## src/rtl/deserializer.sv

```systemverilog
// Serial-to-parallel receiver: shifts an MSB-first framed bitstream into a
// WIDTH-bit word, stages it in a holding register and offers it downstream
// over a req/ack handshake. Double-buffered so the next frame can shift in
// while the previous word waits for its acknowledge.
module deserializer #(
  parameter int unsigned WIDTH = 32
) (
  input  logic             clk,
  input  logic             rst,
  input  logic             din,
  input  logic             din_valid,
  input  logic             frame_start,
  output logic [WIDTH-1:0] out_data,
  output logic             out_req,
  input  logic             out_ack,
  output logic             busy,
  output logic             overrun,
  output logic             frame_err
);

  localparam int unsigned CNT_W = $clog2(WIDTH) + 1;
  localparam logic [CNT_W-1:0] LAST_CNT = CNT_W'(WIDTH - 1);

  typedef enum logic {
    S_IDLE,
    S_SHIFT
  } shift_state_t;

  typedef enum logic [1:0] {
    H_EMPTY,
    H_REQ,
    H_GAP
  } hs_state_t;

  shift_state_t     shift_state;
  hs_state_t        hs_state;
  // Only the last WIDTH-1 bits are ever needed: the completed word is these
  // bits plus the bit arriving on the completing edge.
  logic [WIDTH-2:0] shift_reg;
  logic [CNT_W-1:0] bit_cnt;
  logic             full;

  logic [WIDTH-1:0] word;
  logic             word_done;
  logic             ack_now;
  logic             load;
  logic             drop;
  logic             full_next;

  // Word completion, handshake release and holding-register decisions
  always_comb begin
    word      = {shift_reg, din};
    word_done = (shift_state == S_SHIFT) && din_valid && !frame_start &&
                (bit_cnt == LAST_CNT);
    ack_now   = (hs_state == H_REQ) && out_ack;
    load      = word_done && (!full || ack_now);
    drop      = word_done && full && !ack_now;
    full_next = full;
    if (load) begin
      full_next = 1'b1;
    end else if (ack_now) begin
      full_next = 1'b0;
    end
  end

  // Shift FSM: frame detection, bit counting and restart detection
  always_ff @(posedge clk) begin
    if (rst) begin
      shift_state <= S_IDLE;
      shift_reg   <= '0;
      bit_cnt     <= '0;
      busy        <= 1'b0;
      frame_err   <= 1'b0;
    end else begin
      frame_err <= 1'b0;
      if (din_valid) begin
        shift_reg <= {shift_reg[WIDTH-3:0], din};
        case (shift_state)
          S_IDLE: begin
            if (frame_start) begin
              bit_cnt     <= CNT_W'(1);
              shift_state <= S_SHIFT;
              busy        <= 1'b1;
            end
          end
          S_SHIFT: begin
            if (frame_start) begin
              bit_cnt   <= CNT_W'(1);
              frame_err <= 1'b1;
            end else if (bit_cnt == LAST_CNT) begin
              bit_cnt     <= '0;
              shift_state <= S_IDLE;
              busy        <= 1'b0;
            end else begin
              bit_cnt <= bit_cnt + CNT_W'(1);
            end
          end
          default: begin
            shift_state <= S_IDLE;
            bit_cnt     <= '0;
            busy        <= 1'b0;
          end
        endcase
      end
    end
  end

  // Handshake FSM: holding register, request generation and overrun tracking
  always_ff @(posedge clk) begin
    if (rst) begin
      hs_state <= H_EMPTY;
      full     <= 1'b0;
      out_data <= '0;
      out_req  <= 1'b0;
      overrun  <= 1'b0;
    end else begin
      full <= full_next;
      if (load) begin
        out_data <= word;
      end
      if (drop) begin
        overrun <= 1'b1;
      end
      // Transitions look at full_next so a word completing in EMPTY raises
      // out_req on the very edge it loads.
      case (hs_state)
        H_EMPTY: begin
          if (full_next) begin
            hs_state <= H_REQ;
            out_req  <= 1'b1;
          end
        end
        H_REQ: begin
          if (out_ack) begin
            hs_state <= H_GAP;
            out_req  <= 1'b0;
          end
        end
        H_GAP: begin
          if (full_next) begin
            hs_state <= H_REQ;
            out_req  <= 1'b1;
          end else begin
            hs_state <= H_EMPTY;
          end
        end
        default: begin
          hs_state <= H_EMPTY;
          out_req  <= 1'b0;
        end
      endcase
    end
  end

endmodule

```

## config.mk

```make
export PLATFORM = sky130hd
export DESIGN_NAME = deserializer
export DESIGN_NICKNAME = d
export VERILOG_FILES = /design/src/rtl/deserializer.sv
export SDC_FILE = /design/constraint.sdc
export NUM_CORES = 1
export LEC_CHECK = 0
export BUFFER_PORTS_ARGS = -buffer_cell sky130_fd_sc_hd__clkbuf_2
export CORE_MARGIN = 2
export CORE_UTILIZATION = 30
export DETAILED_ROUTE_END_ITERATION = 7
export MAX_ROUTING_LAYER = met4
export SLEW_MARGIN = 20
export SYNTH_ARGS = -nofsm -noshare
export SYNTH_HDL_FRONTEND = slang
export SYNTH_SLANG_ARGS = --single-unit
```

## constraint.sdc

```tcl
create_clock -name clk -period 2.2 [get_ports clk]
set_input_delay 0.22 -clock clk [delete_from_list [all_inputs] [get_ports clk]]
set_output_delay 0.22 -clock clk [all_outputs]
set_load 0.01 [all_outputs]
```

==> results.md, run 1 <==
- Detailed routing inserted a total of roughly 2,200 vias.
- The global route total overflow is 0.
- The total inserted antenna cells is 0.
- The count of instances resized after the clock tree is built is 0.
- The prevailing post-synth register cell is sky130_fd_sc_hd__dfxtp_1.
- The number of library cell types mapped by synthesis is 34.
- In the final routed layout, each cell accounts on average for between 10 and 15 microns.
- The critical register-to-register path startpoint is bit_cnt[0]$_SDFFE_PP0P_.
- The die covers approximately 11,000 sq um.
- On the final layout, the worst hold slack is 0.133 ns.
- Setup slack on the worst reg-to-reg path comes out at around 0.37 ns.
- The number of cells on the worst hold path is 3.
- For the worst setup path, the data required time is 2.47 ns.
- The HPWL after detailed placement is ~3.7 mm.
- The worst setup skew after layout is around 0.0074 ns.
- After clock tree synthesis, the flow added hold-fix buffers numbering 0.
- The capture endpoint of the worst hold path is out_data[0]$_SDFFE_PP0P_.
- The floorplan has 36 rows.
- Setup repair after global routing left no endpoint under its margin.
- The final setup slack of the worst path is 0.373 ns.
- The critical path goes through ha_1, nand3_2, a2111oi_4, buf_4, nand2_1, a21oi_2.
- The routed design has ~5.7 mm of wire.
- The maximum number of pins on one net before global-route repair is 57.
- At the end of the flow the core is filled with cells to between 30% and 40%.
- The root buffer cell is sky130_fd_sc_hd__clkbuf_8.
- From bottom edge to top edge, the die measures between 100 and 150 microns.
- For the pin with the worst max-slew slack, the measured transition is 0.673 ns.
- The net count of the finished layout is 360.
- After filler insertion, the fill cell instance count of the layout stands at 1,036.
- The number of buffers and inverters on the critical path is 1.
- Summing every instance area after synthesis gives 2980 sq um.
- Dividing the final minimum period by the clock period gives about 83%.
- Sequential cells were found to cover roughly 52% of the synthesized design area.
- The logic depth of the worst register-to-register path is 6.
- The flow ran to the end, and the final reports show no timing, DRC or antenna violations.
- The peak supply drop is roughly 0.29 mV.
- The clock transition time at the flip-flop clock pins of the worst setup and hold paths is 0.08 ns.
- The largest individual stage delay along the critical path comes from the cell sky130_fd_sc_hd__dfxtp_1.
- The setup TNS is 0 ns.
- The kind of start point of the critical path is a flop.
- The fraction of final layout cells with drive strength greater than 1 is roughly a quarter.
- In this run the tightest slew margin relative to its limit is ~55%.
- The die span in x is 104 microns.
- The worst-case setup slack after placement is ~0.4 ns.
- The clock buffer count from CTS is 9.
- Once detail routing completed, the nets flagged for antenna violations numbered 0.
- Summing the areas of all compound-gate instances in the mapped netlist gives approximately 15% of the synthesized area.
- The number of standard cells after synthesis is between 300 and 400.
- For the worst-skew pair, the clock arrives at the later sink with an insertion delay of roughly 0.34 ns.
- The portion of netlist area occupied by mux cells is 10.4%.
- The synthesized area divided by synthesized cell count is roughly 9.5 sq um.
- The total routing usage reported by global routing is between 10% and 20%.
- The cell area power density is approximately 730 nW/um^2.
- The effective utilization at floorplan is between 30% and 40%.
- At the worst endpoint, the arrival time is 2.10 ns.
- The simple-gate portion of the synthesized area is about a fifth.
- The count of clock tree sinks is 77.
- Of all flip-flops after synthesis, the portion carrying an async set or reset was 0%.
- The reg-to-reg endpoint is out_data[18]$_SDFFE_PP0P_.
- The static power due to leakage is about 0.0013 uW.
- No sink is reached through more buffers than the 2 on the longest clock path.
- The min-delay analysis places its worst path in the category input pin to flop.
- The startpoint-to-endpoint class of the critical path is flop to flop.
- At the end of routability-driven placement, the weighted congestion stood at between 0.8 and 0.9.
- After detailed routing, the number of vias per cell comes to ~4.5.
- The register with the most flip-flops in the layout has 32 of them.
- The clock period could shrink to about 1.8 ns.
- The number of top-level pins is 42.
- The number of antenna violations at the first check in global routing was 0.
- Once placement completed, the tool counted placed cells totaling roughly 480.
- Of all nets on the critical path, the largest fanout is 32.
- The final-report max-slew violation count came to 0.
- The number of buffers inserted by post-CTS setup repair is 0.
- The H-tree level count is 3.
- The length of the first detailed-routing pass in iterations is 5.
- The first-pass GRT wire length is approximately 10 mm.
- After synthesis the netlist holds a flip-flop and latch count of just under 80.
- The number of flops mapped to enable cells by yosys is 0.
- The hold path startpoint is din.
- On the worst path, the slowest cell contributes a delay of 0.40 ns.
- Once layout is complete, the cells apart from fillers number about 500.
- The final number of setup-violating endpoints is 0.
- TritonCTS built the clock tree.
- The number of endpoints with negative hold slack in the final report was 0.
- Summing the areas of all xor and xnor instances in the mapped netlist gives 0% of the synthesized area.
- The capturing element type of the critical path is a flop.
- The highest attainable clock frequency is ~550 MHz.
- The number of DRC markers in iteration 0 is 74.
- The via count of the first global-routing pass was roughly 2,100.
- The placeable core region is between 9000 and 10,000 sq um.
- By area, the combinational part of the netlist is dominated by simple AND/OR/NAND/NOR gates.
- The cell family contributing the most delay on the critical path is compound AO/OA/AOI/OAI gates.
- The number of max-capacitance violations reported is 0.
- Summing the areas of all fa, ha and maj instances in the mapped netlist gives less than 1% of the synthesized area.
- For this run, design rule violations remaining after detail routing come to 0.
- In this run the tool buffered the top-level ports with 41 buffer cells.
- Counting every net in the synthesized netlist gives 321.
- For this run, the number of Yosys warnings is 0.
- The synthesis-to-finish area growth is 16.9%.
-- worst reg2reg max path, delay by kind of cell (launching register included) --
family,cells,cell delay (ns)
AOI/OAI and AO/OA,2,0.45
adders and majority gates,1,0.27
buffers and inverters,1,0.37
DFF,1,0.40
and+or+nand+nor,2,0.27
-- synth_stat cells, types with 2 or more instances --
| library cell | number | area share [%] |
|---|---|---|
| sky130_fd_sc_hd__o21ai_1 | 5 | 0.84 |
| sky130_fd_sc_hd__inv_1 | 3 | 0.38 |
| sky130_fd_sc_hd__buf_6 | 3 | 1.1 |
| sky130_fd_sc_hd__or3_1 | 3 | 0.63 |
| sky130_fd_sc_hd__nand3b_4 | 2 | 1.3 |
| sky130_fd_sc_hd__a22oi_1 | 2 | 0.50 |
| sky130_fd_sc_hd__a21oi_2 | 30 | 8.8 |
| sky130_fd_sc_hd__dfxtp_1 | 77 | 52 |
| sky130_fd_sc_hd__nand4_1 | 2 | 0.42 |
| sky130_fd_sc_hd__nand2b_1 | 2 | 0.42 |
| sky130_fd_sc_hd__nor2_1 | 39 | 4.9 |
| sky130_fd_sc_hd__or3b_1 | 2 | 0.59 |
| sky130_fd_sc_hd__nand2_1 | 68 | 8.6 |
| sky130_fd_sc_hd__clkbuf_1 | 2 | 0.25 |
| sky130_fd_sc_hd__mux2i_1 | 31 | 10 |
| sky130_fd_sc_hd__and2_1 | 2 | 0.42 |
| sky130_fd_sc_hd__a21oi_1 | 11 | 1.8 |
| sky130_fd_sc_hd__buf_2 | 7 | 1.2 |
| sky130_fd_sc_hd__nand3_1 | 3 | 0.50 |
| sky130_fd_sc_hd__buf_1 | 6 | 0.75 |
-- metrics by stage --
stage | cell area, sq um | total power, uW
floorplan | 2980 | 1510
finish | 3490 | 2550
CTS | 3490 | 2590
detailed placement | 3300 | 1530
global route | 3490 | 2670
global placement | 3300 | 1530
-- layer usage --
layer / global-route usage, % / up-vias / wire length, microns
met5: - / - / 0
met4: 4.92 / 0 / 101
met3: 3.27 / 12 / 169
met2: 17.9 / 28 / 2610
met1: 13.9 / 1024 / 2800
li1: - / 1135 / -
-- placed cells by master (no fill, tap or decap), types with 5 or more instances in the layout --
cell	n
sky130_fd_sc_hd__mux2i_1	31
sky130_fd_sc_hd__buf_4	6
sky130_fd_sc_hd__o21ai_1	5
sky130_fd_sc_hd__clkbuf_2	40
sky130_fd_sc_hd__clkbuf_8	10
sky130_fd_sc_hd__nor2_1	39
sky130_fd_sc_hd__dfxtp_1	77
sky130_fd_sc_hd__nand2_1	68
sky130_fd_sc_hd__a21oi_2	30
sky130_fd_sc_hd__a21oi_1	11
-- worst max path at each step --
stage | startpoint | endpoint | slack [ns] | depth (start not counted)
after floorplan | bit_cnt[0]$_SDFFE_PP0P_ | out_data[17]$_SDFFE_PP0P_ | 0.61 | 6
after global placement | bit_cnt[0]$_SDFFE_PP0P_ | out_data[18]$_SDFFE_PP0P_ | 0.47 | 6
after detailed placement | bit_cnt[0]$_SDFFE_PP0P_ | out_data[30]$_SDFFE_PP0P_ | 0.40 | 6
after CTS | bit_cnt[0]$_SDFFE_PP0P_ | out_data[30]$_SDFFE_PP0P_ | 0.36 | 6
after global routing | bit_cnt[0]$_SDFFE_PP0P_ | out_data[28]$_SDFFE_PP0P_ | 0.19 | 6
final | bit_cnt[0]$_SDFFE_PP0P_ | out_data[18]$_SDFFE_PP0P_ | 0.37 | 6
-- power by group --
group          internal, uW  switching, uW
Combinational          29.7           58.7
Clock                   553            504
Sequential             1400           7.67
-- cell families after synthesis --
kind of cell,Yosys count
DFF,77
buffers and inverters,21
adders and majority gates,1
muxes,31
and+or+nand+nor,129
AOI/OAI and AO/OA,55
-- final cells by class --
class                   count  area (sq um)  area share (%)
flip-flops and latches     77          1540            44.2
inverters                   3          11.3           0.323
well taps                 133           166            4.77
clock buffers              12           145            4.16
repair buffers             46           245            7.03
multi-input cells         216          1330            38.2
clock inverters             4          47.5            1.36
(Power assumes the default switching activity.)
==> run 2, diff against run 1 <==
==> constraint.sdc (replaced) <==
create_clock -name clk -period 1.6 [get_ports clk]
set_input_delay 0.16 -clock clk [delete_from_list [all_inputs] [get_ports clk]]
set_output_delay 0.16 -clock clk [all_outputs]
set_load 0.01 [all_outputs]
==> run 2 against run 1 <==
Against the previous run: hold slack got worse by 0.091 ns; sequential share of layout area is 3.3 points lower; clock skew grew 0.0029 ns; global-route usage is 0.74 points higher; clock power is 42% higher; combinational power up 57%; highest routed layer unchanged.
==> results.md, run 2 (synthesis gave the netlist of run 1 again) <==
- The run finished with clean final reports.
- 0 antenna diodes ended up in the layout.
- The highest attainable clock frequency is around 640 MHz.
- The peak supply drop is ~0.32 mV.
- The number of antenna violations at the first check in global routing came to 0.
- The startpoint-to-endpoint class of the critical path is flop to flop.
- Setup violations remaining at the end of the flow were counted as 0.
- The clock tree synthesis step divided the H-tree into 3 levels.
- After detailed routing, the number of remaining DRC violations is 0.
- STA puts the critical path data required time at ~1.9 ns.
- The die covers 10,800 sq um.
- In the final layout, the share of cells above drive strength 1 is a little over a third.
- The cell area power density is roughly 940 nW/um^2.
- The length of the first detailed-routing pass in iterations is 4.
- The path category of the worst min-delay check is input pin to flop.
- The critical path goes through ha_4, nand3_4, a2111oi_4, buf_4, clkbuf_16, nand2_1, a21oi_2.
- The worst-case setup slack after placement is roughly 0.0098 ns.
- The post-detailed-route wirelength per cell is 12.6 microns.
- The global route total overflow is 0.
- The count of port buffers added during placement is roughly 40.
- The floorplan has 36 rows.
- The placeable core region is 9730 sq um.
- In this run the tightest slew margin relative to its limit is between 70% and 80%.
- The total length of routed wires is around 6.3 mm.
- From bottom edge to top edge, the die measures just over 100 microns.
- The final setup slack of the worst path is roughly 0.037 ns.
- Leaving out fill and tap cells, the most frequent cells in the layout are sky130_fd_sc_hd__dfxtp_1 (74), sky130_fd_sc_hd__nand2_1 (49), sky130_fd_sc_hd__clkbuf_2 (40).
- In this run the horizontal extent of the chip is ~100 microns.
- The longest individual stage delay on the worst path is 0.36 ns.
- The number of fill cells is 1,015.
- For the worst setup path, the data arrival time is roughly 1.9 ns.
- The setup TNS is 0 ns.
- The number of top-level pins is 42.
- In this run the worst path has a maximum fanout of 8.
- The routability congestion estimate from global placement is 0.811.
- The synthesis-to-finish area growth is 26.8%.
- Setup repair after global routing could not meet its margin everywhere.
- TritonCTS built the clock tree.
- The first-pass GRT wire length is approximately 10 mm.
- The total number of nets in the final design is roughly 370.
- The clock passes through at most 2 buffers.
- Final hold analysis gives a worst-case slack of between 0.04 and 0.05 ns.
- At the pin with the least slew margin, the transition time is about 0.41 ns.
- The register with the most flip-flops in the layout has 32 of them.
- The kind of start point of the critical path is a flop.
- The clock net in this run drives a total of 77 sinks.
- The worst path uses between 90% and 100% of the clock period.
- The final-report max-slew violation count came to 0.
- The detail-routed via count per cell is between 4 and 5.
- The number of DRC markers in iteration 0 is around 110.
- The smallest clock period supported by the final layout is computed as roughly 1.6 ns.
- The via count of the first global-routing pass is between 2,000 and 2,500.
- Leaving out fill and tap cells, the most frequent cell in the layout is sky130_fd_sc_hd__dfxtp_1.
- The HPWL after detailed placement is a little under 4 mm.
- The number of endpoints with negative hold slack in the final report is 0.
- Once layout is complete, the utilization of the core stands at approximately 39%.
- The worst setup skew after layout is about 0.01 ns.
- The effective utilization at floorplan is a little under a third.
- The detailed router placed approximately 2,300 vias in this run.
- Once detail routing completed, the nets flagged for antenna violations numbered 0.
- In the global route stage, overall resource usage came out at 12.2%.
- The slowest stage of the critical path belongs to the cell sky130_fd_sc_hd__dfxtp_2.
- The maximum number of pins on one net before global-route repair is between 70 and 80.
- The cell family contributing the most delay on the critical path is compound AO/OA/AOI/OAI gates.
- The root buffer cell is sky130_fd_sc_hd__clkbuf_8.
- The tool flagged a number of max-cap violations equal to 0.
- Clock tree synthesis inserted a total of 9 buffers.
- The clock latency on the worst-skew pair is 0.35 ns.
- STA classifies the critical path endpoint as a flop.
- In this run the static leakage power is ~0.0016 uW.
- Counting both buffers and inverters, the worst setup path holds a total of 2.
- The clock transition time at the flip-flop clock pins of the worst setup and hold paths is around 0.090 ns.
[run 2: cell count changes in the layout (fill, tap and decap cells not counted), moves of 2 or more]
cell	before	now
sky130_fd_sc_hd__buf_12	0	3
sky130_fd_sc_hd__a21oi_2	30	32
sky130_fd_sc_hd__dfxtp_2	0	3
sky130_fd_sc_hd__clkbuf_16	0	2
sky130_fd_sc_hd__nand2_4	0	8
sky130_fd_sc_hd__nand2_2	0	11
sky130_fd_sc_hd__clkinv_2	2	0
sky130_fd_sc_hd__inv_6	0	2
sky130_fd_sc_hd__a21oi_1	11	9
sky130_fd_sc_hd__nand2_1	68	49
sky130_fd_sc_hd__buf_4	6	12
sky130_fd_sc_hd__dfxtp_1	77	74
[run 2: repair_timing]
item                       CTS  global route
resized for setup            0            37
setup endpoints to repair    2            33
hold buffers                 0             0
pin swaps                    2            18
setup buffers                1             2
gates cloned                 1             2
[run 2: where the power goes]
part	internal [uW]	total [uW]	switching [uW]
sequential	1920	1930	9.27
clock	735	1500	764
combinational	51.6	139	87.8
total	2710	3570	861
[run 2: worst paths after layout]
path,start,to,slack (ns),cells past startpoint
max reg2reg,bit_cnt[1]$_SDFFE_PP0P_,out_data[7]$_SDFFE_PP0P_,0.04,7
min,rst,busy$_SDFFE_PP0P_,0.04,2
max,bit_cnt[1]$_SDFFE_PP0P_,out_data[7]$_SDFFE_PP0P_,0.04,7
min reg2reg,overrun$_SDFFE_PP0P_,overrun$_SDFFE_PP0P_,0.46,2
[run 2: stage by stage]
step	instances	instance area, sq um	total power, uW
2_1_floorplan	314	2980	2070
3_3_place_gp	481	3380	2110
3_5_place_dp	481	3380	2120
4_1_cts	499	3620	3620
5_1_grt	503	3780	3710
6_report	503	3780	3570
[run 2: metal layers]
layer  global-route usage (%)  part of all wire (%)  routed length [microns]
met5                        -                     0                        0
met1                     15.5                    48                     3010
met3                     2.52                   2.5                      160
met2                     18.4                    48                     3060
met4                     6.37                   1.7                      106
[run 2: cell type report]
cell class	instances	area (sq um)	share of cell area, %
repair buffers	58	412	10.9
multi-input cells	216	1450	38.3
clock buffers	10	128	3.37
inverters	3	11.3	0.298
flip-flops and latches	77	1550	40.9
clock inverters	6	71.3	1.89
well taps	133	166	4.40
==> run 3, diff against run 2 <==
--- a/config.mk
+++ b/config.mk
@@ -6,7 +6,7 @@
 export NUM_CORES = 1
 export LEC_CHECK = 0
 export BUFFER_PORTS_ARGS = -buffer_cell sky130_fd_sc_hd__clkbuf_2
-export CORE_MARGIN = 2
+export CORE_MARGIN = 4
 export CORE_UTILIZATION = 30
 export DETAILED_ROUTE_END_ITERATION = 7
 export MAX_ROUTING_LAYER = met4
==> run 3 against run 2 <==
Against the previous run: die area is 7.9% higher; hold slack improved by 0.0044 ns; clock-buffer cell count decreased by 1; wire length decreased by 6.0%; sequential share of layout area rose by 2.2 points; worst setup slack better by 0.060 ns; clock skew is 0.0013 ns higher; non-clock buffer count decreased by 5; power decreased by 1.1%; global-route usage down 0.95 points; clock power is 3% lower; register-to-register slack gained 0.06 ns; critical endpoint is now bit_cnt[5]$_SDFFE_PP0P_.
==> results.md, run 3 (synthesis gave the netlist of run 1 again) <==
- The hold path startpoint is rst.
- The register with the most flip-flops in the layout has 32 of them.
- The length of the first detailed-routing pass in iterations is 4.
- After detailed routing, the average wire length per cell comes to between 10 and 15 microns.
- The count of unresolved DRC violations after routing is 0.
- The final-report max-slew violation count is 0.
- After clock tree synthesis, the setup repair step added 0 buffers.
- The logic depth of the worst register-to-register path is 5.
- Dividing total power by cell area gives a power density of about 990 nW/um^2.
- The analysis attributes to net switching a power of 830 uW.
- The minimum clock period is 1.50 ns.
- The fraction of final layout cells with drive strength greater than 1 is between 20% and 30%.
- After detailed placement, the design holds a cell count of slightly below 500.
- The number of rows created at floorplan is 36.
- After the first detailed-routing iteration, the DRC count stood at approximately 90.
- Sequential cells burn between 50% and 60% of the power.
- In this run the critical register-to-register path is captured at bit_cnt[5]$_SDFFE_PP0P_.
- For the pin with the worst max-slew slack, the measured transition is between 0.5 and 0.6 ns.
- The arrival time of the worst setup path is between 1.5 and 2 ns.
- Once detail routing completed, the nets flagged for antenna violations numbered 0.
- The path category of the worst min-delay check is input pin to flop.
- The top cell types in the final layout, fill and taps aside, are sky130_fd_sc_hd__dfxtp_1 (76), sky130_fd_sc_hd__nand2_1 (68), sky130_fd_sc_hd__clkbuf_2 (40).
- The kind of start point of the critical path is a flop.
- The capturing element type of the critical path is a flop.
- Along the worst hold path, the cell count comes to 2.
- The number of antenna diodes in the final layout is 0.
- The total routing usage reported by global routing is a little under an eighth.
- The fraction of the core area covered by cells at the end of the flow is 36.8%.
- CTS built an H-tree with a depth of 3.
- The clock network burns ~41% of the power.
- By startpoint and endpoint, the worst setup path is classified as flop to flop.
- The worst setup skew after layout is between 0.01 and 0.015 ns.
- At the later pin of the worst-skew pair, clock insertion delay measures 0.35 ns.
- The post-layout total power is around 3500 uW.
- Max-cap violations in this run came to 0.
- The clock buffer count from CTS is 9.
- The via count of the first global-routing pass was approximately 2,200.
- Clock tree synthesis selected as its root buffer the cell sky130_fd_sc_hd__clkbuf_8.
- The total number of nets in the final design is between 300 and 400.
- The first global-routing pass estimated 10.1 mm of wire.
- The highest net fanout along the worst path is 4.
- The total length of routed wires is slightly below 6 mm.
- The count of port buffers added during placement is 41.
- The y dimension of the die is 108 microns.
- Of the total power, combinational logic draws under 10%.
- After floorplanning, the core was sized to cover 9730 sq um.
- The global route total overflow is 0.
- The worst-case setup slack after placement is approximately 0.006 ns.
- Entering global routing, the biggest net connects 71 pins.
- Buffers inserted to repair hold after CTS numbered 0.
- The number of antenna violations at the first check in global routing was 0.
- The capture endpoint of the worst hold path is overrun$_SDFFE_PP0P_.
- The clock transition time at the flip-flop clock pins of the worst setup and hold paths is roughly 0.080 ns.
- Across all register-to-register paths, the minimum setup slack is between 0.09 and 0.1 ns.
- The detail-routed via count per cell is about 4.5.
- The die is 108 microns wide.
- The effective utilization at floorplan is slightly above 30%.
- IR analysis of the VDD net gives a maximum drop of 0.396 mV.
- The maximum buffer depth of the clock tree is 2.
- Setup slack on the critical path of the routed design comes to a little under 0.1 ns.
- Setup repair after global routing could not meet its margin everywhere.
- At the end of routability-driven placement, the weighted congestion stood at 0.812.
- The TritonCTS clock tree is built.
- The total die area is 11,600 sq um.
- The critical register-to-register path startpoint is bit_cnt[0]$_SDFFE_PP0P_.
- The switching share of total power is 23.5%.
- The static power due to leakage is about 0.0014 uW.
- The library cell used most frequently in the layout, excluding fill and tap cells, is sky130_fd_sc_hd__dfxtp_1.
- The post-route clock period utilization is roughly 94%.
- After routing the design area is 3580 sq um.
- The number of endpoints with negative hold slack in the final report is 0.
- The remaining max-slew budget at the tightest pin is between 60% and 70%.
- Relative to the synthesized area, the layout overhead comes to 20.0%.
- The number of standard cells in the layout, taps in and fillers out is 497.
- The worst endpoint required time is approximately 1.9 ns.
- The via total after detailed routing is 2,227.
- The HPWL after detailed placement is just under 4 mm.
- In this run the count of I/O pins placed on the die edge is 42.
- Setup violations remaining at the end of the flow were counted as 0.
- The internal cell power is between 2000 and 3000 uW.
- The highest attainable clock frequency is around 670 MHz.
- The flow ran to the end, and the final reports show no timing, DRC or antenna violations.
- The count of clock tree sinks is 77.
- In this run the cell area measured after placement is 3370 sq um.
-- run 3: changes by cell type in the layout (fill, tap and decap cells not counted), sizes merged --
cell	previous run	this run
buf	16	13
clkbuf	52	49
clkinv	1	0
inv	5	6
-- run 3: repair_timing --
action | in CTS | in global routing
setup endpoints to repair | 1 | 33
cloned | 0 | 1
pin swaps | 0 | 2
gates resized for setup | 1 | 5
hold endpoints to repair | 0 | 0
-- run 3: area by class of cell --
| cell class | instances | area (sq um) |
|---|---|---|
| Tap cell | 133 | 166 |
| Fill cell | 1025 | 6150 |
| Inverter | 3 | 11.3 |
| Clock inverter | 6 | 71.3 |
| Multi-Input combinational cell | 216 | 1330 |
| Timing Repair Buffer | 53 | 330 |
| Clock buffer | 9 | 124 |
| Sequential cell | 77 | 1540 |
-- run 3: worst max-delay path: stages, from the launching register on --
cell and delay [ns]:
sky130_fd_sc_hd__dfxtp_1 0.32, sky130_fd_sc_hd__ha_2 0.20, sky130_fd_sc_hd__and3_1 0.22, sky130_fd_sc_hd__a21oi_1 0.18, sky130_fd_sc_hd__or3b_1 0.36, sky130_fd_sc_hd__a31oi_1 0.16
-- run 3: worst max-delay path by stage --
stage | startpoint | to | slack [ns] | depth (start not counted)
2_1_floorplan | bit_cnt[0]$_SDFFE_PP0P_ | out_data[17]$_SDFFE_PP0P_ | 0.008 | 6
3_3_place_gp | bit_cnt[1]$_SDFFE_PP0P_ | out_data[27]$_SDFFE_PP0P_ | 0.05 | 6
3_5_place_dp | bit_cnt[0]$_SDFFE_PP0P_ | out_data[12]$_SDFFE_PP0P_ | 0.006 | 6
4_1_cts | bit_cnt[0]$_SDFFE_PP0P_ | out_data[1]$_SDFFE_PP0P_ | 0.007 | 6
5_1_grt | bit_cnt[0]$_SDFFE_PP0P_ | bit_cnt[5]$_SDFFE_PP0P_ | -0.004 | 5
6_report | bit_cnt[0]$_SDFFE_PP0P_ | bit_cnt[5]$_SDFFE_PP0P_ | 0.1 | 5
-- run 3: layer usage --
layer	vias up	wire, microns	track usage [%]
met3	13	186	3.06
met5	-	0	-
met2	27	2710	17.3
met1	1038	2930	13.9
li1	1149	-	-
met4	0	125	4.87
-- run 3: power by group through the flow --
stage | clock [uW] | sequential (uW) | combinational, uW
finish | 1460 | 1930 | 140
global route | 1590 | 1930 | 152
CTS | 1520 | 1930 | 141
detailed placement | 0 | 1980 | 141
global placement | 0 | 1980 | 138
floorplan | 0 | 1980 | 91.1
-- run 3: metrics by stage --
| stage | TNS (ns) | hold slack (ns) |
|---|---|---|
| 2_1_floorplan | 0 | 0.259 |
| 3_3_place_gp | 0 | 0.409 |
| 3_5_place_dp | 0 | 0.415 |
| 4_1_cts | 0 | 0.0341 |
| 5_1_grt | -0.00374 | 0.0416 |
| 6_report | 0 | 0.0466 |
